$ cat config.mk
export PLATFORM = sky130hd
export DESIGN_NAME = fp_result_collector
export DESIGN_NICKNAME = d
export VERILOG_FILES = /design/src/rtl/fp_result_collector.sv
export SDC_FILE = /design/constraint.sdc
export NUM_CORES = 1
export LEC_CHECK = 0
export BUFFER_PORTS_ARGS = -buffer_cell sky130_fd_sc_hd__buf_2
export CORE_MARGIN = 5
export CORE_UTILIZATION = 35
export CTS_BUF_LIST = sky130_fd_sc_hd__clkbuf_2 sky130_fd_sc_hd__clkbuf_4 sky130_fd_sc_hd__clkbuf_8
export CTS_CLUSTER_SIZE = 40
export DETAILED_ROUTE_END_ITERATION = 10
export SYNTH_ARGS = -nofsm -noshare
export SYNTH_HDL_FRONTEND = slang
export SYNTH_SLANG_ARGS = --single-unit
$ cat constraint.sdc
create_clock -name clk -period 5.64 [get_ports clk]
set_clock_uncertainty 0.1 [all_clocks]
set_input_delay 1.128 -clock clk [delete_from_list [all_inputs] [get_ports clk]]
set_output_delay 1.128 -clock clk [all_outputs]
set_load 0.01 [all_outputs]
$ cat src/rtl/fp_result_collector.sv
// Result sink for add_sub_main: aligns results to issued ops, classifies them and queues them in a FWFT FIFO.
// Optional macro FP_COLLECTOR_STATS_EN enables the per-class event counters.
module fp_result_collector #(
    parameter int unsigned WIDTH   = 32,
    parameter int unsigned LATENCY = 1,
    parameter int unsigned DEPTH   = 16,
    parameter int unsigned CNT_W   = 16
) (
    input  logic                     clk,
    input  logic                     rst,
    input  logic                     in_valid,
    input  logic                     operation_select,
    input  logic [WIDTH-1:0]         result,
    input  logic                     clear,
    output logic                     out_valid,
    input  logic                     out_ready,
    output logic [WIDTH-1:0]         out_result,
    output logic [2:0]               out_class,
    output logic                     out_op,
    output logic [$clog2(DEPTH):0]   level,
    output logic                     overflow,
    output logic [CNT_W-1:0]         drop_cnt,
    output logic [CNT_W-1:0]         nan_cnt,
    output logic [CNT_W-1:0]         inf_cnt,
    output logic [CNT_W-1:0]         zero_cnt,
    output logic [CNT_W-1:0]         sub_cnt
);

    localparam int unsigned AW = $clog2(DEPTH);
    localparam int unsigned LW = AW + 1;
    localparam int unsigned EW = WIDTH + 4;

    localparam logic [2:0] CLS_ZERO = 3'd0;
    localparam logic [2:0] CLS_SUB  = 3'd1;
    localparam logic [2:0] CLS_NORM = 3'd2;
    localparam logic [2:0] CLS_INF  = 3'd3;
    localparam logic [2:0] CLS_QNAN = 3'd4;
    localparam logic [2:0] CLS_SNAN = 3'd5;

    logic [LATENCY-1:0] dly_v;
    logic [LATENCY-1:0] dly_op;
    logic               tap_v;
    logic               tap_op;
    logic               capture;
    logic               pop;
    logic               push;
    logic               drop;
    logic [2:0]         cap_class;
    logic [EW-1:0]      cap_entry;
    logic [EW-1:0]      head_nxt;
    logic [LW-1:0]      level_nxt;
    logic [AW-1:0]      wr_ptr;
    logic [AW-1:0]      rd_ptr;
    logic [AW-1:0]      rd_ptr_inc;
    logic [EW-1:0]      mem [DEPTH];

    // Issue tracker: the tap marks the cycle the matching result is on the bus
    always_ff @(posedge clk) begin
        if (rst) begin
            dly_v  <= '0;
            dly_op <= '0;
        end else begin
            dly_v[0]  <= in_valid;
            dly_op[0] <= operation_select;
            for (int i = 1; i < int'(LATENCY); i++) begin
                dly_v[i]  <= dly_v[i-1];
                dly_op[i] <= dly_op[i-1];
            end
        end
    end

    assign tap_v  = dly_v[LATENCY-1];
    assign tap_op = dly_op[LATENCY-1];

    // binary32 classification; sign is ignored
    always_comb begin
        cap_class = CLS_NORM;
        if (result[30:23] == 8'd0) begin
            cap_class = (result[22:0] == 23'd0) ? CLS_ZERO : CLS_SUB;
        end else if (result[30:23] == 8'hff) begin
            if (result[22:0] == 23'd0) begin
                cap_class = CLS_INF;
            end else if (result[22]) begin
                cap_class = CLS_QNAN;
            end else begin
                cap_class = CLS_SNAN;
            end
        end
    end

    assign cap_entry  = {tap_op, cap_class, result};
    assign capture    = tap_v && !clear;
    assign pop        = out_valid && out_ready;
    assign push       = capture && ((level != LW'(DEPTH)) || pop);
    assign drop       = capture && !push;
    assign level_nxt  = level + LW'(push) - LW'(pop);
    assign rd_ptr_inc = rd_ptr + AW'(1);

    // Next head: fresh capture when the queue would otherwise be empty, else the following slot
    always_comb begin
        head_nxt = {out_op, out_class, out_result};
        if (push && ((level == LW'(0)) || (pop && (level == LW'(1))))) begin
            head_nxt = cap_entry;
        end else if (pop && (level > LW'(1))) begin
            head_nxt = mem[rd_ptr_inc];
        end
    end

    always_ff @(posedge clk) begin
        if (!rst && push) begin
            mem[wr_ptr] <= cap_entry;
        end
    end

    always_ff @(posedge clk) begin
        if (rst || clear) begin
            wr_ptr     <= '0;
            rd_ptr     <= '0;
            level      <= '0;
            out_valid  <= 1'b0;
            out_result <= '0;
            out_class  <= '0;
            out_op     <= 1'b0;
            overflow   <= 1'b0;
            drop_cnt   <= '0;
        end else begin
            if (push) begin
                wr_ptr <= wr_ptr + AW'(1);
            end
            if (pop) begin
                rd_ptr <= rd_ptr_inc;
            end
            level                           <= level_nxt;
            out_valid                       <= (level_nxt != LW'(0));
            {out_op, out_class, out_result} <= head_nxt;
            if (drop) begin
                overflow <= 1'b1;
                if (drop_cnt != '1) begin
                    drop_cnt <= drop_cnt + CNT_W'(1);
                end
            end
        end
    end

`ifdef FP_COLLECTOR_STATS_EN
    // Class counters see every capture, including ones dropped at a full FIFO
    always_ff @(posedge clk) begin
        if (rst || clear) begin
            nan_cnt  <= '0;
            inf_cnt  <= '0;
            zero_cnt <= '0;
            sub_cnt  <= '0;
        end else if (capture) begin
            case (cap_class)
                CLS_ZERO: if (zero_cnt != '1) zero_cnt <= zero_cnt + CNT_W'(1);
                CLS_SUB:  if (sub_cnt  != '1) sub_cnt  <= sub_cnt  + CNT_W'(1);
                CLS_INF:  if (inf_cnt  != '1) inf_cnt  <= inf_cnt  + CNT_W'(1);
                CLS_QNAN,
                CLS_SNAN: if (nan_cnt  != '1) nan_cnt  <= nan_cnt  + CNT_W'(1);
                default:  ;
            endcase
        end
    end
`else
    assign nan_cnt  = '0;
    assign inf_cnt  = '0;
    assign zero_cnt = '0;
    assign sub_cnt  = '0;
`endif

endmodule

==> impl_metrics.env <==
export IMPL_grt_max_degree=116
export IMPL_synth_main_ff_cell="edfxtp_1"
export IMPL_crit_required_ns=5.92
export IMPL_drv_slew=0
export IMPL_power_density_mw_per_mm2=337
export IMPL_cts_sinks=645
export IMPL_ctsResizeCount=0
export IMPL_drc=0
export IMPL_yosysWarnings=0
export IMPL_ant_nets=0
export IMPL_first_pass_iters=5
export IMPL_placed_area_sq_mm=0.0272
export IMPL_hold_viol_final=0
export IMPL_root_buffer="clkbuf_8"
export IMPL_status="finished clean"
export IMPL_stdcell_area_sq_mm=0.0294
export IMPL_regArea_sq_mm=0.0187
export IMPL_start_util=0.352
export IMPL_worst_path_max_fanout=29
export IMPL_grt_overflow=0
export IMPL_clk_insertion_delay_late_ns=0.71
export IMPL_drt_iter0_drc=1121
export IMPL_synth_cell_type_count=55
export IMPL_relSlewSlack=0.268
export IMPL_synth_seq_area_share=0.730
export IMPL_vdd_drop_max_v=0.000166
export IMPL_final_nets=1680
export IMPL_fin_crit_sh=0.626
export IMPL_cts_buffers_inserted=103
export IMPL_portBuffers=96
export IMPL_setup_violations=0
export IMPL_timing_setup_tns_ns=0
export IMPL_start_kind="register"
export IMPL_period_minus_slack_ns=3.53
export IMPL_via_per_inst=5.11
export IMPL_syn_inst=1462
export IMPL_die_x_microns=280
export IMPL_maxCapViolCount=0
export IMPL_rows=99
export IMPL_synth_seq_cells=645
export IMPL_io_pins=161
export IMPL_drive_gt1_frac=0.283
export IMPL_core_area_sq_mm=0.0727
export IMPL_multi_input_comb_area_sq_mm=0.00647
export IMPL_chipHeight_microns=280
export IMPL_hpwlAfterDp_mm=36.4
export IMPL_diodes=0
export IMPL_cts_tree="done"
export IMPL_synth_edf_count=576
export IMPL_die_area_sq_mm=0.0786
export IMPL_holdCritPathClass="reg -> reg"
export IMPL_end_kind="register"
export IMPL_drt_wl_total_mm=60.4
export IMPL_max_freq_mhz=283
export IMPL_grt_pass1_vias=14014
export IMPL_netlist_area_sq_mm=0.0256
export IMPL_htreeDepth=3
export IMPL_syn_mean_instance_area_sq_um=17.5
export IMPL_wire_per_inst_microns=22.6
export IMPL_crit_type="reg -> reg"
export IMPL_worst_slew_pin_slew_ns=1.10
export IMPL_critPathArrivalTime_ns=3.81
export IMPL_place_congestion=0.776
export IMPL_rsz0062_at_grt="false"
export IMPL_syn_to_final_growth_pct=14.9
export IMPL_fin_util=0.404
export IMPL_post_cts_setup_buffers=0
export IMPL_grt_usage=0.152
export IMPL_antenna_found_initial=0
export IMPL_clock_path_buffers=3
export IMPL_hold_buffers=0
export IMPL_clkTransAtPathRegs_ns=0.06
export IMPL_grt_pass1_wl_mm=90.3
export IMPL_vias=13663
export IMPL_nFillCells=6493
export IMPL_p_leak_uw=0.00966
export IMPL_synthArstFlopShare=0
==> layout make-up <==
type                       count  area share
clock buffer                 164      0.0661
clock inverter                29     0.00826
inverter                      18     0.00230
multi-input combinational    727       0.220
sequential                   645       0.636
tap                          959      0.0408
timing repair buffer         132      0.0268
==> where the power goes <==
group / switching, uW / internal, uW
registers: 26.8 / 5220
clock network: 1830 / 2300
logic: 335 / 200
total: 2190 / 7720
==> Yosys cell counts (all sizes together), types with 3 or more instances <==
cell,n,area share
or3,5,0.0012
nand2,189,0.028
nor2,46,0.0067
ha,14,0.0068
a211oi,8,0.0025
edfxtp,576,0.68
nand2b,3,0.00073
o21ai,41,0.0080
a2111oi,3,0.0010
nand4,11,0.0027
nor2b,9,0.0022
nor3,8,0.0016
clkbuf,45,0.0066
buf,90,0.024
mux4,143,0.13
dfxtp,69,0.054
xor2,7,0.0027
inv,18,0.0026
nand3,42,0.0082
a21oi,13,0.0025
xnor2,13,0.0047
nor4,9,0.0022
a22oi,31,0.0091
and2,4,0.00098
o22ai,32,0.0078
==> worst max-delay path, stage by stage, from the launching register on <==
cell and delay, ns:
dfxtp_1 0.35, inv_1 0.09, ha_1 0.22, nor2b_1 0.16
a31oi_1 0.22, buf_4 0.19, nor2b_1 0.39, nand2_1 0.32
nor2_4 0.82, buf_4 0.32
==> worst paths after layout <==
path,slack [ns],from,cells after the start,endpoint
min reg2reg,0.41,overflow,1,overflow
max,2.11,level[2],9,mem[9][17]
max reg2reg,2.11,level[2],9,mem[9][17]
min,0.41,overflow,1,overflow
==> metrics by stage <==
stage / worst slack [ns] / instances / hold slack [ns] / total power [uW]
2_1_floorplan: 0.491 / 1525 / 0.354 / 5700
3_5_place_dp: 1.47 / 2481 / 0.408 / 5880
6_report: 2.11 / 2674 / 0.410 / 9910
5_1_grt: 1.92 / 2674 / 0.439 / 10300
4_1_cts: 2.05 / 2674 / 0.422 / 10000
3_3_place_gp: 1.54 / 2481 / 0.392 / 5880
==> state kept, by name, summed over array words and instances (netlist names) <==
| name | count |
|---|---|
| dly_op | 1 |
| dly_v | 1 |
| drop_cnt | 16 |
| level | 5 |
| mem | 576 |
| out_class | 3 |
| out_op | 1 |
| out_result | 32 |
| out_valid | 1 |
| overflow | 1 |
| rd_ptr | 4 |
| wr_ptr | 4 |
==> metal layers <==
layer  share of wire  vias up  wire, microns  global-route usage
li1                -     5979              -                   -
met1            0.45     7132          27000               0.217
met2            0.47      473          28500               0.239
met3           0.063       79           3800              0.0313
met4           0.018        0           1060              0.0452
met5               0        -              0                   0
==> placed cells by master (no fill, tap or decap), types with 3 or more instances in the layout <==
cell type,instances
nand2_1,189
or3_1,5
nor2_1,34
a22oi_1,31
nand2b_1,3
o22ai_1,32
a21oi_1,12
buf_12,3
clkinv_2,8
mux4_2,143
inv_12,3
and2_1,4
a2111oi_0,3
conb_1,64
buf_4,33
buf_2,96
dfxtp_1,68
nor3_2,4
inv_1,18
nor2_4,12
a211oi_1,7
clkbuf_4,50
edfxtp_1,576
o21ai_0,41
xnor2_1,12
nor3_1,4
nand4_1,11
ha_1,13
nor2b_1,9
nand3_1,41
nor4_1,9
clkbuf_8,114
xor2_1,5
clkinv_1,11
==> cells by family (layout without fill, tap and decap cells) <==
group | Yosys count | after routing | share of synthesized area
multiplexers | 146 | 146 | 0.127
AND/OR/NAND/NOR | 338 | 338 | 0.0579
buffers and inverters | 153 | 343 | 0.0336
other | 1 | 64 | 0.000147
AO/OA/AOI/OAI | 144 | 144 | 0.0361
XOR/XNOR | 20 | 20 | 0.00743
adder cells (fa/ha/maj) | 15 | 15 | 0.00763
flip-flops | 645 | 645 | 0.730
(Power assumes the default switching activity.)
